$ cat src/rtl/axis_demux.sv
// axis_demux: 1:2 AXI-Stream router. Beats go to the bc (audio) output or to
// the fb (coefficient) output, selected by pi_coef_load at the first beat of a
// packet and locked until its tlast beat. Each output is fed from a 2-entry
// skid buffer, so the output side is registered and sustains 1 beat/cycle.
// Optional feature macro: AXIS_DEMUX_PKT_CNT_EN adds per-output packet counters.
//
// state  | meaning
// IDLE   | between packets; target follows pi_coef_load every cycle
// PKT_BC | inside a packet routed to bc; pi_coef_load ignored
// PKT_FB | inside a packet routed to fb; pi_coef_load ignored
module axis_demux #(
  parameter int DATA_WIDTH = 24,
  parameter int CNT_WIDTH  = 16
) (
  input  logic                  pi_clk,
  input  logic                  pi_rst_n,
  input  logic                  pi_coef_load,
  input  logic [DATA_WIDTH-1:0] pi_data_tdata,
  input  logic                  pi_data_tlast,
  input  logic                  pi_data_tvalid,
  output logic                  pi_data_tready,
  output logic [DATA_WIDTH-1:0] po_data_bc_tdata,
  output logic                  po_data_bc_tlast,
  output logic                  po_data_bc_tvalid,
  input  logic                  po_data_bc_tready,
  output logic [DATA_WIDTH-1:0] po_data_fb_tdata,
  output logic                  po_data_fb_tlast,
  output logic                  po_data_fb_tvalid,
  input  logic                  po_data_fb_tready
`ifdef AXIS_DEMUX_PKT_CNT_EN
  ,
  output logic [CNT_WIDTH-1:0]  po_pkt_cnt_bc,
  output logic [CNT_WIDTH-1:0]  po_pkt_cnt_fb
`endif
);

  // Buffer entries carry {tlast, tdata}; index 0 = bc, 1 = fb.
  localparam int EW = DATA_WIDTH + 1;

  typedef enum logic [1:0] {
    IDLE   = 2'd0,
    PKT_BC = 2'd1,
    PKT_FB = 2'd2
  } state_t;

  if (DATA_WIDTH < 1 || CNT_WIDTH < 1) begin : g_param_chk
    $error("axis_demux: DATA_WIDTH and CNT_WIDTH must be at least 1");
  end

  state_t          state_q, state_d;
  logic            run_q;
  logic            target_fb;
  logic            accept;
  logic [1:0]      push, pop, full, out_ready;
  logic [1:0]      cnt_q [2];
  logic [EW-1:0]   ent_q [2][2];
  logic [EW-1:0]   din;

  assign din       = {pi_data_tlast, pi_data_tdata};
  assign out_ready = {po_data_fb_tready, po_data_bc_tready};

  // Input acceptance is held off until the first clock edge after reset release.
  always_ff @(posedge pi_clk or negedge pi_rst_n) begin
    if (!pi_rst_n) run_q <= 1'b0;
    else           run_q <= 1'b1;
  end

  // Route selection, input ready and per-buffer push/pop strobes.
  always_comb begin
    target_fb = 1'b0;
    case (state_q)
      IDLE:    target_fb = pi_coef_load;
      PKT_FB:  target_fb = 1'b1;
      default: target_fb = 1'b0;
    endcase
    for (int i = 0; i < 2; i++) begin
      full[i] = (cnt_q[i] == 2'd2);
      pop[i]  = (cnt_q[i] != 2'd0) && out_ready[i];
    end
    pi_data_tready = run_q && !full[target_fb];
    accept         = pi_data_tvalid && pi_data_tready;
    push[0]        = accept && !target_fb;
    push[1]        = accept && target_fb;
  end

  // FSM next state: lock the target on a non-last beat, unlock on tlast.
  always_comb begin
    state_d = state_q;
    if (accept) begin
      if (pi_data_tlast) state_d = IDLE;
      else if (target_fb) state_d = PKT_FB;
      else                state_d = PKT_BC;
    end
  end

  // FSM state register.
  always_ff @(posedge pi_clk or negedge pi_rst_n) begin
    if (!pi_rst_n) state_q <= IDLE;
    else           state_q <= state_d;
  end

  // Skid buffers: entry 0 is always the head, entry 1 the second-oldest beat.
  always_ff @(posedge pi_clk or negedge pi_rst_n) begin
    if (!pi_rst_n) begin
      for (int i = 0; i < 2; i++) begin
        cnt_q[i]    <= 2'd0;
        ent_q[i][0] <= '0;
        ent_q[i][1] <= '0;
      end
    end else begin
      for (int i = 0; i < 2; i++) begin
        if (pop[i]) ent_q[i][0] <= ent_q[i][1];
        if (push[i]) begin
          // A beat lands in the head slot when the buffer is, or is becoming, empty.
          if (cnt_q[i] == 2'd0 || (cnt_q[i] == 2'd1 && pop[i])) ent_q[i][0] <= din;
          else                                                  ent_q[i][1] <= din;
        end
        case ({push[i], pop[i]})
          2'b10:   cnt_q[i] <= cnt_q[i] + 2'd1;
          2'b01:   cnt_q[i] <= cnt_q[i] - 2'd1;
          default: cnt_q[i] <= cnt_q[i];
        endcase
      end
    end
  end

  // Outputs come straight from the head registers; they only move on a pop.
  always_comb begin
    po_data_bc_tvalid = (cnt_q[0] != 2'd0);
    po_data_bc_tdata  = ent_q[0][0][DATA_WIDTH-1:0];
    po_data_bc_tlast  = ent_q[0][0][DATA_WIDTH];
    po_data_fb_tvalid = (cnt_q[1] != 2'd0);
    po_data_fb_tdata  = ent_q[1][0][DATA_WIDTH-1:0];
    po_data_fb_tlast  = ent_q[1][0][DATA_WIDTH];
  end

`ifdef AXIS_DEMUX_PKT_CNT_EN
  // Packet counters: one count per tlast handshake on each output, wrapping.
  always_ff @(posedge pi_clk or negedge pi_rst_n) begin
    if (!pi_rst_n) begin
      po_pkt_cnt_bc <= '0;
      po_pkt_cnt_fb <= '0;
    end else begin
      if (pop[0] && ent_q[0][0][DATA_WIDTH]) po_pkt_cnt_bc <= po_pkt_cnt_bc + 1'b1;
      if (pop[1] && ent_q[1][0][DATA_WIDTH]) po_pkt_cnt_fb <= po_pkt_cnt_fb + 1'b1;
    end
  end
`endif

endmodule

$ cat config.mk
export PLATFORM = sky130hd
export DESIGN_NAME = axis_demux
export DESIGN_NICKNAME = d
export VERILOG_FILES = /design/src/rtl/axis_demux.sv
export SDC_FILE = /design/constraint.sdc
export NUM_CORES = 1
export LEC_CHECK = 0
export BUFFER_PORTS_ARGS = -buffer_cell sky130_fd_sc_hd__buf_4
export CAP_MARGIN = 20
export CORE_MARGIN = 10
export CORE_UTILIZATION = 60
export DETAILED_ROUTE_END_ITERATION = 10
export PLACE_DENSITY = 0.84
export SLEW_MARGIN = 20
export SYNTH_ARGS = -nofsm -noshare
export SYNTH_HDL_FRONTEND = slang
export SYNTH_SLANG_ARGS = --single-unit
$ cat constraint.sdc
create_clock -name pi_clk -period 4.6 [get_ports pi_clk]
set_input_delay 0.46 -clock pi_clk [delete_from_list [all_inputs] [get_ports pi_clk]]
set_output_delay 0.46 -clock pi_clk [all_outputs]
set_load 0.01 [all_outputs]
==> flow_metrics.py, run 1 <==
metrics = {
    "run_status": {
        "outcome": "finished clean",
    },
    "setup_path": {
        "cp_top_family": "simple AND/OR/NAND/NOR gates",
        "crit_buf_inv": 1,
        "slowest_stage": "nand4b_2",
        "r2r_setup_slack_ns": 2.14,
        "worstSetupPathType": "flip-flop to flip-flop",
        "slowest_delay_ns": 0.85,
        "critPathMaxFanout": 25,
        "cp.arrival_ns": 2.70,
        "critPathCapture": "ent_q[68]$_DFFE_PN0P_",
        "timing.rr.end": "ent_q[68]$_DFFE_PN0P_",
        "path_cells": "inv_1 -> ha_1 -> a21o_1 -> nand4b_2 -> mux2_2",
        "end_kind": "flip-flop",
        "worstRegToRegCells": 5,
        "crit_cells": 5,
        "timing.rr.start": "cnt_q[2]$_DFFE_PN0P_",
        "crit_required_ns": 4.84,
        "cp-start-kind": "flip-flop",
        "crit_start": "cnt_q[2]$_DFFE_PN0P_",
    },
    "detailed_routing": {
        "drt.antenna.violating_nets": 0,
        "dr_total_vias": 2766,
        "routedWlPerCell_um": 18.8,
        "routed_wl_um": 9540,
        "first_iter_violations": 95,
        "drc_errors": 0,
        "via_per_inst": 5.46,
        "first_pass_iters": 4,
    },
    "synthesis": {
        "avgSynthCellArea_sq_um": 14.3,
        "synth_most_common_cell": "mux2_2",
        "ys.flop_type": "dfrtp_1",
        "synth-edff-count": 0,
        "ys_ff_latch": 107,
        "yosysTopAreaCellShare_pct": 51.7,
        "yosysSeqAreaShare_pct": 51.7,
        "synth_area_leader_cell": "dfrtp_1",
        "synthArstFlopShare_pct": 100,
        "syn_nets": 400,
        "synthTopCellsByArea": "dfrtp_1 (52%), mux2_2 (32%), buf_4 (7.0%)",
        "syn_area_sq_um": 5180,
        "synth_cell_types": 29,
        "netlist_instances": 363,
        "yosysWarnings": 0,
        "ys_top_cells_by_count": "mux2_2 (145), dfrtp_1 (107), buf_4 (48)",
    },
    "clock_tree": {
        "clk_pin_slew_worst_paths_ns": 0.10,
        "numCtsBuffers": 9,
        "clockBufferDepth": 2,
        "cts_tree": "done",
        "post-cts-setup-buffer-count": 0,
        "clock_latency_ns": 0.36,
        "cts_resized": 0,
        "cts_root_buffer": "clkbuf_8",
        "cts_hold_buf": 0,
        "cts_sinks": 107,
        "cts.htree.levels": 3,
    },
    "grt": {
        "overflow": 0,
        "grt_pass1_vias": 3076,
        "grt_antenna_before_repair": 0,
        "grt_max_degree": 64,
        "grtUsageTotal_pct": 15.3,
        "grt_pass1_wl_um": 16000,
    },
    "floorplanning": {
        "die_w_um": 113,
        "rows": 33,
        "pin_count": 84,
        "coreArea_sq_um": 8300,
        "start_util_pct": 62.4,
        "die-height_um": 113,
        "dieArea_sq_um": 12700,
    },
    "pwr": {
        "p_leak_uw": 0.00265,
        "p_total_uw": 3870,
        "power.density_nw_per_um2": 681,
        "ir_drop_mv": 0.322,
    },
    "sta": {
        "finClkSkew_ns": 0.0171,
        "relSlewSlack_pct": 34.7,
        "rsz0062_at_grt": "no",
        "finalHoldViolations": 0,
        "period_minus_slack_ns": 2.46,
        "finalCritPeriodShare_pct": 53.4,
        "finalMaxSlewViolations": 0,
        "finalWorstSetupSlack_ns": 2.14,
        "setup_tns_ns": 0,
        "worstMarginPinSlew_ns": 0.975,
        "setup_viol": 0,
        "fmax_mhz": 407,
    },
    "placed_design": {
        "placed_area_sq_um": 5520,
        "gp_congestion": 0.738,
        "port_buffers": 83,
        "post-place-ws_ns": 2.13,
        "dp.final_hpwl_um": 6600,
    },
    "cells_and_area": {
        "diodes": 0,
        "final_area_sq_um": 5680,
        "n_fill_cell": 575,
        "syn_to_final_growth_pct": 9.79,
        "drive_gt1_share_pct": 63.7,
        "nets": 435,
        "fin_util_pct": 68.5,
    },
    "min_path": {
        "min_path_type": "primary input to async pin",
    },
    "run": {
        "drv_cap": 0,
    },
}
==> worst min-delay path by stage <==
stage / startpoint / endpoint / slack [ns] / cells past startpoint
after CTS: pi_rst_n / cnt_q[2]$_DFFE_PN0P_ / 0.20 / 1
final: pi_rst_n / cnt_q[2]$_DFFE_PN0P_ / 0.17 / 1
after global placement: ent_q[20]$_DFFE_PN0P_ / ent_q[20]$_DFFE_PN0P_ / 0.47 / 1
after floorplan: pi_rst_n / cnt_q[0]$_DFFE_PN0P_ / 0.16 / 0
after global routing: pi_rst_n / cnt_q[2]$_DFFE_PN0P_ / 0.22 / 1
after detailed placement: ent_q[19]$_DFFE_PN0P_ / ent_q[19]$_DFFE_PN0P_ / 0.47 / 1
==> logic make-up (layout without fill, tap and decap cells) <==
kind of cell / after synthesis / count (layout) / synth area share [%]
muxes: 151 / 151 / 32.8
xor gates and xnor gates: 4 / 4 / 0.677
and+or+nand+nor: 16 / 16 / 2.71
AOI/OAI and AO/OA: 8 / 8 / 1.40
adders and majority gates: 6 / 6 / 1.45
DFF: 107 / 107 / 51.7
other: 1 / 1 / 0.0724
buffers and inverters: 70 / 109 / 9.16
==> cells in the final DEF (no fill, tap or decap) <==
cell and instances:
nand4b_2 1, o21bai_4 1, nor2b_2 2, clkbuf_1 1, nand4_2 1, mux2_2 145
a31o_2 1, nor4_1 1, dfrtp_1 107, mux2i_1 1, xnor2_1 4, o21ai_0 2
clkinv_2 1, buf_4 87, nand4b_4 1, clkinvlp_4 2, and2_1 1, nand2_1 4
clkbuf_8 9, nor4_4 1, mux2_1 5, conb_1 1, inv_6 2, nand2b_1 1
or3_1 1, ha_1 6, and2b_4 1, o211a_1 1, inv_1 7, a21o_1 2
nand3_1 1, o21ba_2 1
==> routing by layer <==
layer	vias to the layer above	track usage (%)	part of all wire, %
met5	-	0	0
met4	0	4.65	0.87
met3	10	3.75	4.2
met2	46	26.0	51
met1	1417	18.7	44
li1	1293	-	-
==> report_power, final <==
group	total (uW)	internal, uW	switching [uW]
Sequential	1660	1410	248
Clock	512	197	315
Combinational	1700	1050	651
Total	3870	2660	1210
==> layout make-up <==
type	count	area, sq um	share of cell area (%)
Clock buffer	10	128	2.25
Clock inverter	5	37.5	0.660
Inverter	7	26.3	0.462
Multi-Input combinational cell	186	2030	35.7
Sequential cell	107	2680	47.1
Tap cell	105	131	2.31
Timing Repair Buffer	87	653	11.5
==> registers in the layout, summed over array words and instances, names as in the netlist <==
signal            count
ent_q                50
po_data_bc_tdata     24
po_data_fb_tdata     24
cnt_q                 4
state_q               2
po_data_bc_tlast      1
po_data_fb_tlast      1
run_q                 1
==> metrics by stage <==
step	hold slack [ns]	instances
final	0.172	507
after global routing	0.217	507
after CTS	0.200	507
after detailed placement	0.472	492
after global placement	0.469	492
after floorplan	0.164	363
==> worst register-to-register path, stage by stage (launching register included) <==
cell and delay [ns]:
dfrtp_1 0.41, inv_1 0.06, ha_1 0.23, a21o_1 0.18, nand4b_2 0.85, mux2_2 0.60
No activity file was read; power rests on OpenSTA's default activity.
==> run 2: changes to the inputs <==
--- a/config.mk
+++ b/config.mk
@@ -5,12 +5,13 @@
 export SDC_FILE = /design/constraint.sdc
 export NUM_CORES = 1
 export LEC_CHECK = 0
+export ABC_AREA = 1
 export BUFFER_PORTS_ARGS = -buffer_cell sky130_fd_sc_hd__buf_4
 export CAP_MARGIN = 20
 export CORE_MARGIN = 10
-export CORE_UTILIZATION = 60
+export CORE_UTILIZATION = 52
 export DETAILED_ROUTE_END_ITERATION = 10
-export PLACE_DENSITY = 0.84
+export PLACE_DENSITY = 0.77
 export SLEW_MARGIN = 20
 export SYNTH_ARGS = -nofsm -noshare
 export SYNTH_HDL_FRONTEND = slang
==> constraint.sdc (replaced) <==
create_clock -name pi_clk -period 2 [get_ports pi_clk]
set_input_delay 0.2 -clock pi_clk [delete_from_list [all_inputs] [get_ports pi_clk]]
set_output_delay 0.2 -clock pi_clk [all_outputs]
set_load 0.01 [all_outputs]
==> run 2 against run 1 <==
  * Combinational power rose to 2.8 times the previous value
  * Wire length is 47% higher
  * Synthesized cell count is 100% higher
  * Via count rose by 72%
  * Total power increased to 2.6 times the previous value
  * Die area up 23%
  * Setup slack worse by 2.0 ns
  * Clock power grew to 2.9 times the previous value
  * Largest cell class unchanged
  * Sequential power grew 120%
  * Clock skew down 0.0045 ns
==> flow_metrics.py, run 2 <==
metrics = {
    "cells_and_area": {
        "largest_register_ff_count": 50,
        "final_cell_mix": "nand2_1 (355), dfrtp_1 (107), buf_4 (101)",
        "fin_util_pct": 59.2,
        "final_common_cell": "nand2_1",
        "top_register": "ent_q",
        "nets": 811,
        "syn_to_final_growth_pct": 11.8,
        "drive_gt1_share_pct": 21.1,
        "diodes": 0,
    },
    "detailed_routing": {
        "drc_errors": 0,
        "first_pass_iters": 5,
        "routed_wl_um": 14000,
        "drt.antenna.violating_nets": 0,
        "via_per_inst": 5.17,
        "routedWlPerCell_um": 15.3,
        "first_iter_violations": 419,
        "dr_total_vias": 4749,
    },
    "setup_path": {
        "crit_required_ns": 2.29,
        "end_kind": "flip-flop",
        "cpMostUsedCell": "nand2_1",
        "cp-start-kind": "flip-flop",
        "cp.arrival_ns": 2.14,
        "crit_buf_inv": 3,
        "timing.rr.start": "cnt_q[2]$_DFFE_PN0P_",
        "slowest_stage": "buf_4",
        "slowest_delay_ns": 0.51,
        "worstRegToRegCells": 8,
        "worstSetupPathType": "flip-flop to flip-flop",
        "crit_cells": 8,
        "r2r_setup_slack_ns": 0.15,
        "path_cells": "inv_2 -> ha_1 -> inv_1 -> nand2_1 -> nor2_4 -> buf_4 -> nand2_1 -> o21ai_1",
        "critPathMaxFanout": 68,
        "cp_top_family": "buffers and inverters",
        "crit_start": "cnt_q[2]$_DFFE_PN0P_",
    },
    "synthesis": {
        "ys_top_cells_by_count": "nand2_1 (355), dfrtp_1 (107), buf_4 (52)",
        "syn_area_sq_um": 5740,
        "yosysTopAreaCellShare_pct": 46.6,
        "netlist_instances": 743,
        "ys_ff_latch": 107,
        "ys.flop_type": "dfrtp_1",
        "syn_nets": 780,
        "avgSynthCellArea_sq_um": 7.73,
        "synth_area_leader_cell": "dfrtp_1",
        "synth_cell_types": 25,
        "yosysWarnings": 0,
        "synthArstFlopShare_pct": 100,
        "synth-edff-count": 0,
        "synth_most_common_cell": "nand2_1",
        "synthTopCellsByArea": "dfrtp_1 (47%), nand2_1 (23%), buf_4 (6.8%)",
        "yosysSeqAreaShare_pct": 46.6,
    },
    "min_path": {
        "min_from": "pi_data_tdata[21]",
        "whs_path_depth": 3,
        "min_path_type": "primary input to flip-flop",
    },
    "pwr": {
        "p_int_uw": 5810,
        "p_clk_share_pct": 15.1,
        "ir_drop_mv": 0.912,
        "power.density_nw_per_um2": 1550,
        "p_leak_uw": 0.00346,
        "sw_frac_of_total_pct": 41.5,
        "p_seq_share_pct": 36.9,
        "pwr-share-comb_pct": 48.0,
        "switchingPower_uw": 4120,
    },
    "sta": {
        "rsz0062_at_grt": "no",
        "fmax_mhz": 542,
        "worstMarginPinSlew_ns": 0.591,
        "finalCritPeriodShare_pct": 92.3,
        "worst_hold_slack_ns": 0.0673,
        "finalWorstSetupSlack_ns": 0.154,
        "finalHoldViolations": 0,
        "relSlewSlack_pct": 60.6,
        "finClkSkew_ns": 0.0126,
        "setup_viol": 0,
        "period_minus_slack_ns": 1.85,
        "setup_tns_ns": 0,
        "finalMaxSlewViolations": 0,
    },
    "grt": {
        "grt_pass1_wl_um": 23400,
        "grt_antenna_before_repair": 0,
        "grtUsageTotal_pct": 17.9,
        "overflow": 0,
        "grt_pass1_vias": 4679,
        "grt_max_degree": 69,
    },
    "floorplanning": {
        "coreArea_sq_um": 10800,
        "start_util_pct": 53.0,
        "pin_count": 84,
        "dieArea_sq_um": 15600,
        "die_w_um": 125,
        "rows": 38,
        "die-height_um": 125,
    },
    "run_status": {
        "outcome": "finished clean",
    },
    "clock_tree": {
        "cts_root_buffer": "clkbuf_8",
        "clk_pin_slew_worst_paths_ns": 0.10,
        "clock_latency_ns": 0.38,
        "clockBufferDepth": 2,
        "numCtsBuffers": 9,
        "cts_tree": "done",
        "cts_sinks": 107,
        "cts.htree.levels": 3,
    },
    "placed_design": {
        "dp.final_hpwl_um": 9770,
        "gp_congestion": 0.815,
        "port_buffers": 83,
        "post-place-ws_ns": -0.0746,
    },
    "run": {
        "drv_cap": 0,
    },
}
## run 2: cell count changes after synthesis, sizes merged, moves of 2 or more
| cell | change |
|---|---|
| nor2 | +9 |
| nor2b | -2 |
| buf | +8 |
| inv | +34 |
| clkbuf | +14 |
| nand4 | +26 |
| o21ai | +76 |
| nand2 | +377 |
| nor4 | -2 |
| nand4b | -2 |
| a21o | -2 |
| mux2 | -150 |
## run 2: timing repair
item,4_1_cts,5_1_grt
hold endpoints to repair,33,0
hold buffers,1,0
resized for setup,1,0
setup buffers,0,0
endpoints found under the setup margin,8,0
## run 2: tightest hold or removal path, delay by kind of cell
family                 cells  cell delay (ns)
AND/OR/NAND/NOR            2             0.10
buffers and inverters      1             0.11
## run 2: through the flow
step / area (sq um) / total power, uW / cells
after floorplan: 5740 / 7260 / 743
after global placement: 6170 / 8290 / 902
after detailed placement: 6170 / 8480 / 902
after CTS: 6420 / 10000 / 919
after global routing: 6420 / 10800 / 919
final: 6420 / 9930 / 919
## run 2: cell families after synthesis
logic type               Yosys count  share of synthesized area (%)
AND/OR/NAND/NOR                  419                           31.7
buffers and inverters            126                           12.6
flip-flops                       107                           46.6
AO/OA/AOI/OAI                     80                           7.06
adder cells (fa/ha/maj)            6                           1.31
XOR/XNOR                           4                          0.610
other                              1                         0.0653
## run 2: routing by layer
layer / wire length [um] / track usage (%) / part of all wire [%] / up-vias
li1: - / - / - / 2322
met2: 7160 / 31.4 / 51 / 146
met4: 185 / 5.22 / 1.3 / 0
met3: 744 / 4.10 / 5.3 / 17
met5: 0 / 0 / 0 / -
met1: 5940 / 21.4 / 42 / 2264
## run 2: power groups by stage
stage	Combinational, uW	Sequential (uW)	Clock [uW]
after floorplan	3700	3560	0
after global placement	4610	3680	0
after detailed placement	4770	3710	0
after CTS	4820	3670	1520
after global routing	5410	3770	1600
final	4770	3670	1500
## run 2: final cells by class
| cell class | instances | area [sq um] |
|---|---|---|
| well taps | 140 | 175 |
| clock buffers | 12 | 155 |
| repair buffers | 105 | 828 |
| inverters | 41 | 154 |
| flip-flops and latches | 107 | 2680 |
| multi-input cells | 510 | 2350 |
| fillers | 980 | 4420 |
| clock inverters | 4 | 72.6 |
## run 2: final timing paths
kind | endpoint
max | ent_q[62]$_DFFE_PN0P_
min | po_data_bc_tdata[21]$_DFF_PN0_
max reg2reg | ent_q[62]$_DFFE_PN0P_
min reg2reg | ent_q[20]$_DFFE_PN0P_
max in group asynchronous | ent_q[61]$_DFFE_PN0P_
min in group asynchronous | po_data_bc_tdata[3]$_DFF_PN0_
